==> src/rtl/fpu_requester.sv <==
// Initiator side of the FPU stb/ack handshake: latches one op, strobes both operands, waits for the result, pulses done.
// Optional watchdog: define FPU_TIMEOUT_EN to abort a stalled transaction after TIMEOUT_CYCLES.
module fpu_requester #(
    parameter int TIMEOUT_CYCLES = 1024
) (
    input  logic        clk,
    input  logic        reset_n,
    input  logic        start,
    input  logic [3:0]  op_in,
    input  logic [31:0] src1,
    input  logic [31:0] src2,
    output logic        busy,
    output logic        done,
    output logic [31:0] result,
    output logic        err,
    output logic [3:0]  fpu_op,
    output logic [31:0] fpu_in1,
    output logic [31:0] fpu_in2,
    output logic        fpu_in1_stb,
    output logic        fpu_in2_stb,
    input  logic        fpu_in1_ack,
    input  logic        fpu_in2_ack,
    input  logic [31:0] fpu_out,
    input  logic        fpu_out_stb,
    output logic        fpu_out_ack
);

    typedef enum logic [2:0] {
        IDLE,
        SEND,
        WAIT_OUT,
        ACK,
        ACK_ERR
    } state_t;

    localparam logic [3:0] LAST_OP = 4'b1010;

    state_t state;
    logic   got1;
    logic   got2;
    logic   both_acked;
    logic   wd_expired;

    // An ack counts in the cycle it is sampled, so simultaneous acks leave SEND at once.
    assign both_acked = (got1 | fpu_in1_ack) & (got2 | fpu_in2_ack);

`ifdef FPU_TIMEOUT_EN
    localparam int CW = $clog2(TIMEOUT_CYCLES + 1);
    logic [CW-1:0] wd_cnt;

    // Fires on the last of TIMEOUT_CYCLES cycles spent in SEND/WAIT_OUT.
    assign wd_expired = (wd_cnt == CW'(TIMEOUT_CYCLES - 1));

    always_ff @(posedge clk or negedge reset_n) begin
        if (!reset_n) begin
            wd_cnt <= '0;
        end else if (state == IDLE) begin
            wd_cnt <= '0;
        end else if (state == SEND || state == WAIT_OUT) begin
            wd_cnt <= wd_cnt + CW'(1);
        end
    end
`else
    // Watchdog not built: this term is constant false.
    assign wd_expired = (TIMEOUT_CYCLES < 0);
`endif

    // NOTE: every output is a register, so reset clears them all asynchronously with the state.
    always_ff @(posedge clk or negedge reset_n) begin
        if (!reset_n) begin
            state       <= IDLE;
            got1        <= 1'b0;
            got2        <= 1'b0;
            busy        <= 1'b0;
            done        <= 1'b0;
            err         <= 1'b0;
            result      <= '0;
            fpu_op      <= '0;
            fpu_in1     <= '0;
            fpu_in2     <= '0;
            fpu_in1_stb <= 1'b0;
            fpu_in2_stb <= 1'b0;
            fpu_out_ack <= 1'b0;
        end else begin
            // NOTE: non-blocking defaults make done/err/out_ack single-cycle pulses.
            done        <= 1'b0;
            err         <= 1'b0;
            fpu_out_ack <= 1'b0;

            case (state)
                IDLE: begin
                    if (start) begin
                        fpu_op  <= op_in;
                        fpu_in1 <= src1;
                        fpu_in2 <= src2;
                        busy    <= 1'b1;
                        if (op_in > LAST_OP) begin
                            state  <= ACK_ERR;
                            done   <= 1'b1;
                            err    <= 1'b1;
                            result <= '0;
                        end else begin
                            state       <= SEND;
                            got1        <= 1'b0;
                            got2        <= 1'b0;
                            fpu_in1_stb <= 1'b1;
                            fpu_in2_stb <= 1'b1;
                        end
                    end
                end

                SEND: begin
                    if (wd_expired) begin
                        state       <= ACK_ERR;
                        fpu_in1_stb <= 1'b0;
                        fpu_in2_stb <= 1'b0;
                        done        <= 1'b1;
                        err         <= 1'b1;
                        result      <= '0;
                    end else begin
                        if (fpu_in1_ack) begin
                            got1        <= 1'b1;
                            fpu_in1_stb <= 1'b0;
                        end
                        if (fpu_in2_ack) begin
                            got2        <= 1'b1;
                            fpu_in2_stb <= 1'b0;
                        end
                        if (both_acked) begin
                            state <= WAIT_OUT;
                        end
                    end
                end

                WAIT_OUT: begin
                    if (wd_expired) begin
                        state  <= ACK_ERR;
                        done   <= 1'b1;
                        err    <= 1'b1;
                        result <= '0;
                    end else if (fpu_out_stb) begin
                        state       <= ACK;
                        result      <= fpu_out;
                        done        <= 1'b1;
                        fpu_out_ack <= 1'b1;
                    end
                end

                ACK, ACK_ERR: begin
                    state <= IDLE;
                    busy  <= 1'b0;
                end

                default: begin
                    state <= IDLE;
                    busy  <= 1'b0;
                end
            endcase
        end
    end

endmodule

==> config.mk <==
export PLATFORM = sky130hd
export DESIGN_NAME = fpu_requester
export DESIGN_NICKNAME = d
export VERILOG_FILES = /design/src/rtl/fpu_requester.sv
export SDC_FILE = /design/constraint.sdc
export NUM_CORES = 1
export LEC_CHECK = 0
export CORE_UTILIZATION = 43
export DETAILED_ROUTE_END_ITERATION = 10
export GPL_TIMING_DRIVEN = 0
export PLACE_DENSITY = 0.95
export SLEW_MARGIN = 20
export SYNTH_ARGS = -nofsm -noshare
export SYNTH_HDL_FRONTEND = slang
export SYNTH_SLANG_ARGS = --single-unit
==> constraint.sdc <==
create_clock -name clk -period 2.9 [get_ports clk]
set_clock_uncertainty 0.15 [all_clocks]
set_input_delay 0.58 -clock clk [delete_from_list [all_inputs] [get_ports clk]]
set_output_delay 0.58 -clock clk [all_outputs]
set_load 0.005 [all_outputs]
==> results of run 1 <==
==> state kept, by name (all words and copies together), names as in the netlist <==
name and flops:
fpu_in1_stb 1, fpu_in2 32, fpu_in1 32, fpu_op 4
result 32, err 1, fpu_in2_stb 1, got2 1
busy 1, fpu_out_ack 1, done 1, state 3
got1 1
==> worst reg2reg max path: stages, from the launching register on <==
cell	delay [ns]
dfrtp_1	0.38
buf_2	0.19
nor4b_4	0.54
and3_1	0.23
buf_2	0.16
buf_2	0.22
o21ai_0	0.15
==> per-layer routing <==
layer  wire length, um  global-route usage, %
met1              4220                   25.5
met2              5860                   40.1
met3               724                   5.52
met4               244                   9.03
met5                 0                      0
==> layout by cell type (no fill, tap or decap), types with 7 or more instances in the layout <==
cell type / synthesis / final
clkdlybuf4s50_1: 0 / 210
dfrtp_1: 111 / 111
mux2_2: 68 / 68
nand2_1: 66 / 66
o21ai_0: 21 / 21
buf_2: 13 / 13
o21ai_1: 12 / 12
clkbuf_8: 0 / 10
clkbuf_1: 7 / 7
==> final cells by class <==
| class | instances | share of cell area [%] |
|---|---|---|
| Buffer | 20 | 1.36 |
| Clock buffer | 10 | 2.05 |
| Clock inverter | 5 | 0.633 |
| Inverter | 1 | 0.0558 |
| Multi-Input combinational cell | 193 | 20.4 |
| Sequential cell | 111 | 41.3 |
| Tap cell | 129 | 2.40 |
| Timing Repair Buffer | 212 | 31.8 |
==> path summary, 6_finish.rpt <==
path | from | end | slack, ns | depth (start not counted)
setup reg to reg | state[1] | result[5] | 0.75 | 6
max in group asynchronous | reset_n | fpu_in1[9] | 1.93 | 2
min in group clk | fpu_in1_stb | fpu_in1_stb | 0.35 | 1
hold reg to reg | fpu_in1_stb | fpu_in1_stb | 0.35 | 1
hold / removal | reset_n | fpu_in2[11] | 0.01 | 1
setup / recovery | start | result[5] | 0.62 | 6
==> metrics by stage <==
| step | hold slack (ns) | util [%] | area [um^2] | total power, mW | cells |
|---|---|---|---|---|---|
| 2_1_floorplan | 0.134 | - | 4240 | 3.66 | 325 |
| 3_3_place_gp | 0.314 | 69.2 | 6520 | 5.33 | 665 |
| 3_5_place_dp | 0.320 | 69.5 | 6540 | 5.50 | 666 |
| 4_1_cts | 0.0163 | 71.4 | 6720 | 6.37 | 681 |
| 5_1_grt | 0.0330 | 71.4 | 6720 | 6.69 | 681 |
| 6_report | 0.0123 | 71.4 | 6720 | 6.29 | 681 |
==> power by group through the flow <==
stage | registers, mW | logic [mW] | clock network [mW]
2_1_floorplan | 2.66 | 0.994 | 0
3_3_place_gp | 2.59 | 2.74 | 0
3_5_place_dp | 2.66 | 2.85 | 0
4_1_cts | 2.63 | 2.86 | 0.883
5_1_grt | 2.70 | 3.04 | 0.942
6_report | 2.61 | 2.82 | 0.853
==> logic make-up (layout without fill, tap and decap cells) <==
logic type	after synthesis	after routing	share of synthesized area, %
flops	111	111	65.5
simple gates	82	82	8.58
mux	69	69	18.3
compound gates	42	42	5.40
buf+inv	21	248	2.24
==> results.md, run 1 <==
* Dominant synthesized flop cell: dfrtp_1
* Crit-path max cell delay at between 0.5 and 0.6 ns
* Placeable Area at 9420 um^2
* Sequential cell area at between 2000 and 3000 um^2
* CTS tree: built
* Arrival @ worst endpoint at 2.35 ns
* CP delay by family, top: buffers and inverters
* Nets at 654
* Critical path class: in -> reg
* P_int at 4.46 mW
* First-pass GRT wire length at 17.5 mm
* Critical path fanouts, max at 10
* Area share of the largest cell type after synthesis at between 60 and 70%
* CP bufs+invs at 3
* Row cnt at 35
* DP Worst Slack at 0.219 ns
* Largest net degree at the start of global routing at 58
* P&R area growth vs syn at 58.5%
* Critical Path End Type: flop
* CTS resizes at 0
* Avg WL per Cell at 16.2 um
* Final setup TNS at 0 ns
* Cell Pwr Density at just over 900 nW/um^2
* Register area share after synthesis at 65.5%
* Clock power share at 13.6%
* Top cells by area, synth: dfrtp_1, mux2_2, nand2_1
* Status: finished clean
* Synth warn at 0
* CTS clk-pin slew, worst paths at around 0.11 ns
* Antenna Diode Count at 0
* CTS buffer count at 9
* DRT iter0 DRCs at 76
* Final ANT Viol Nets at 0
* Area of the mapped netlist at 4240 um^2
* Tot GR Track Use at 22.3%
* DR pass1 iterations at 4
* Leakage at 2.83 nW
* Fill count at 667
* Worst-Skew Late Latency at 0.35 ns
* CTS Sinks at 111
* Layout cells sized above 1 at between 10% and 20%
* Hold Fails Final Rpt at 0
* Post-Syn Area per Cell at 13.1 um^2
* GRT Residual Overflow at 0
* Critical path required time at 2.98 ns
* Switching pwr at ~1.8 mW
* Fin crit share at 78.5%
* Max-slew violations at 0
* # IOs at 212
* Multi-input gate area at 1370 um^2
* DRC Markers at 0
* Htree depth at 3
* Final Worst Setup Slack at 0.624 ns
* Detailed placer's ending HPWL at 8.58 mm
* Port bufs at 211
* Maximum clock path buffer count at 2
* Sequential power share at a little over two fifths
* Top cell type by total area after synthesis: dfrtp_1
* Die ar. at about 10000 um^2
* Rel. slew slack at between 50% and 60%
* DR vias at ~3300
* Die height at 101 um
* Die W at 101 um
* Post-synth EDFFs at 0
* Max VDD drop at 0.539 mV
* Vias in the first global route at 3617
* HP Class: in -> async
* Combinational power share at 44.8%
* Cell count after synthesis at 325
* Most numerous cell in the Yosys netlist: dfrtp_1
* Number of max-capacitance violations reported at 0
* Syn nets at 431
* Post-CTS Hold Fix Bufs at 0
* Initial antenna violation count at 0
* Tmin final at around 2.3 ns
* RSZ-0062 raised after global routing: no
* Gpl congestion at 0.756
* Initial Util at 45.0%
* Asr flop ratio synth at 100%
* Post-Route WL at 11.0 mm
* Switching share of total power at 29.0%
* Yosys reg bits at 111
* Most frequent cells after synthesis: dfrtp_1, mux2_2, nand2_1
* Setup violations, final at 0
* Slew @ Worst Pin at between 0.6 and 0.7 ns
* Vias per cell at about 5
* Crit-path slowest cell: clkdlybuf4s50_1
* Post-synthesis cell type count at 25
* Fmax at 439 MHz
* Worst Setup Start Kind: input port
* Clock root buffer: clkbuf_8
* Critical path's most frequent cell: buf_2
* Crit-path cells: clkdlybuf4s50_1 > nor4b_4 > and3_1 > buf_2 > buf_2 > o21ai_0
* Post-CTS setup buffer count at 0
Note: power is estimated with default switching activity, not from simulation.
==> run 2, diff against run 1 <==
- CORE_UTILIZATION: 43 -> 36
- PLACE_DENSITY: 0.95 -> 0.86
- clock period: 2.9 -> 1.9 ns (I/O delays scaled with it)
==> results.md, run 2 (synthesis results as in run 1) <==
* RSZ-0062 raised after global routing: yes
* Clock root buffer: clkbuf_16
* DR vias at 3324
* Arrival @ worst endpoint at 1.92 ns
* Post-route cell area at 6950 um^2
* Largest net degree at the start of global routing at 57
* Status: finished clean
* Tot GR Track Use at around 18%
* Gpl congestion at 0.769
* Sequential power share at 39.4%
* Die height at ~110 um
* Clock power share at 18.1%
* Post-Route WL at between 10 and 15 mm
* Switching share of total power at between 20% and 30%
* Initial Util at 37.0%
* CTS tree: built
* Number of max-capacitance violations reported at 0
* Final setup TNS at 0 ns
* Fill count at ~920
* Htree depth at 3
* Switching pwr at around 2.8 mW
* Final ANT Viol Nets at 0
* Hold Fails Final Rpt at 0
* DRC Markers at 0
* Die ar. at about 12000 um^2
* Critical path class: reg -> reg
* P_int at 7.42 mW
* Fin crit share at 97.2%
* Worst-Skew Late Latency at 0.34 ns
* DRT iter0 DRCs at roughly 130
* HP Class: reg -> reg
* Critical Path End Type: flop
* Tmin final at 1.85 ns
* Combinational power share at 42.5%
* Cell Pwr Density at 1470 nW/um^2
* Vias per cell at 4.75
* P&R area growth vs syn at 63.8%
* Avg WL per Cell at 15.2 um
* GRT Residual Overflow at 0
* Slew @ Worst Pin at 0.539 ns
* Placeable Area at about 11000 um^2
* Row cnt at 39
* Antenna Diode Count at 0
* Most frequent cells in the layout: clkdlybuf4s50_1, dfrtp_1, mux2_2
* Port bufs at 211
* CTS Sinks at 111
* Leakage at 2.92 nW
* Max VDD drop at a little under 0.9 mV
* Nets at around 660
* CTS clk-pin slew, worst paths at about 0.07 ns
* Pwr Total at 10.2 mW
* Critical path fanouts, max at 10
* CTS buffer count at 9
* Most common cell after layout, fill and taps aside: clkdlybuf4s50_1
* # IOs at 212
* Setup violations, final at 0
* Layout cells sized above 1 at 19.4%
* Rel. slew slack at 64.0%
* Max-slew violations at 0
* First-pass GRT wire length at 17.7 mm
* Worst Setup Start Kind: flop
* Vias in the first global route at 3640
* DR pass1 iterations at 4
* Die W at 111 um
* Fmax at between 500 and 600 MHz
* Detailed placer's ending HPWL at approximately 8.1 mm
* Initial antenna violation count at 0
* Placement Cell Area at approximately 6600 um^2
* Top Registers: fpu_in1 x32, fpu_in2 x32, result x32
* Maximum clock path buffer count at 2
* Hold WS at approximately 0.34 ns
* Critical path required time at just under 2 ns
[run 2: through the flow]
stage          setup WS [ns]  cells  utilization, %
3_3_place_gp           -3.74    679            57.0
6_report              0.0530    700            60.6
3_5_place_dp          -0.569    680            57.2
4_1_cts               0.0274    698            60.0
5_1_grt              -0.0235    700            60.6
2_1_floorplan          0.170    325               -
[run 2: worst paths after layout]
check	from	to	slack [ns]	cells after the start
min	fpu_in2_stb	fpu_in2_stb	0.34	1
max in group asynchronous	reset_n	fpu_in1[10]	0.53	3
max	state[2]	fpu_in1[16]	0.05	4
min reg2reg	fpu_in2_stb	fpu_in2_stb	0.34	1
max reg2reg	state[2]	fpu_in1[16]	0.05	4
min in group asynchronous	reset_n	result[3]	0.42	2
[run 2: timing repair]
action                                  CTS  global route
gates resized for setup                   4            23
pin swaps                                 1             1
setup buffers                             2             0
endpoints found under the hold margin    55             0
hold buffers                              1             0
gates cloned                              0             2
endpoints found under the setup margin  102            89
[run 2: layout make-up]
class	count	area, um^2	share of cell area (%)
Clock buffer	12	246	3.55
Multi-Input combinational cell	193	1380	19.9
Inverter	1	3.75	0.0540
Timing Repair Buffer	217	2180	31.4
Buffer	19	131	1.89
Tap cell	143	179	2.58
Clock inverter	4	45.0	0.648
Sequential cell	111	2780	40.0
[run 2: routing by layer]
metal	vias to the layer above	global-route usage (%)	wire (um)
met3	14	5.82	755
met2	130	31.5	5350
li1	1546	-	-
met1	1634	21.1	4360
met5	-	0	0
met4	0	7.47	179
[run 2: power by group through the flow]
stage	Clock (mW)	Combinational (mW)	Sequential, mW
floorplan	0	1.52	4.06
global placement	0	4.20	3.97
detailed placement	0	4.32	4.04
CTS	1.91	4.34	4.03
global route	2.00	4.66	4.16
finish	1.84	4.33	4.02
[run 2: critical path: stages, from the launching register on]
cell     delay [ns]
dfrtp_1        0.47
nor4b_4        0.32
buf_4          0.18
buf_2          0.25
mux2_2         0.37
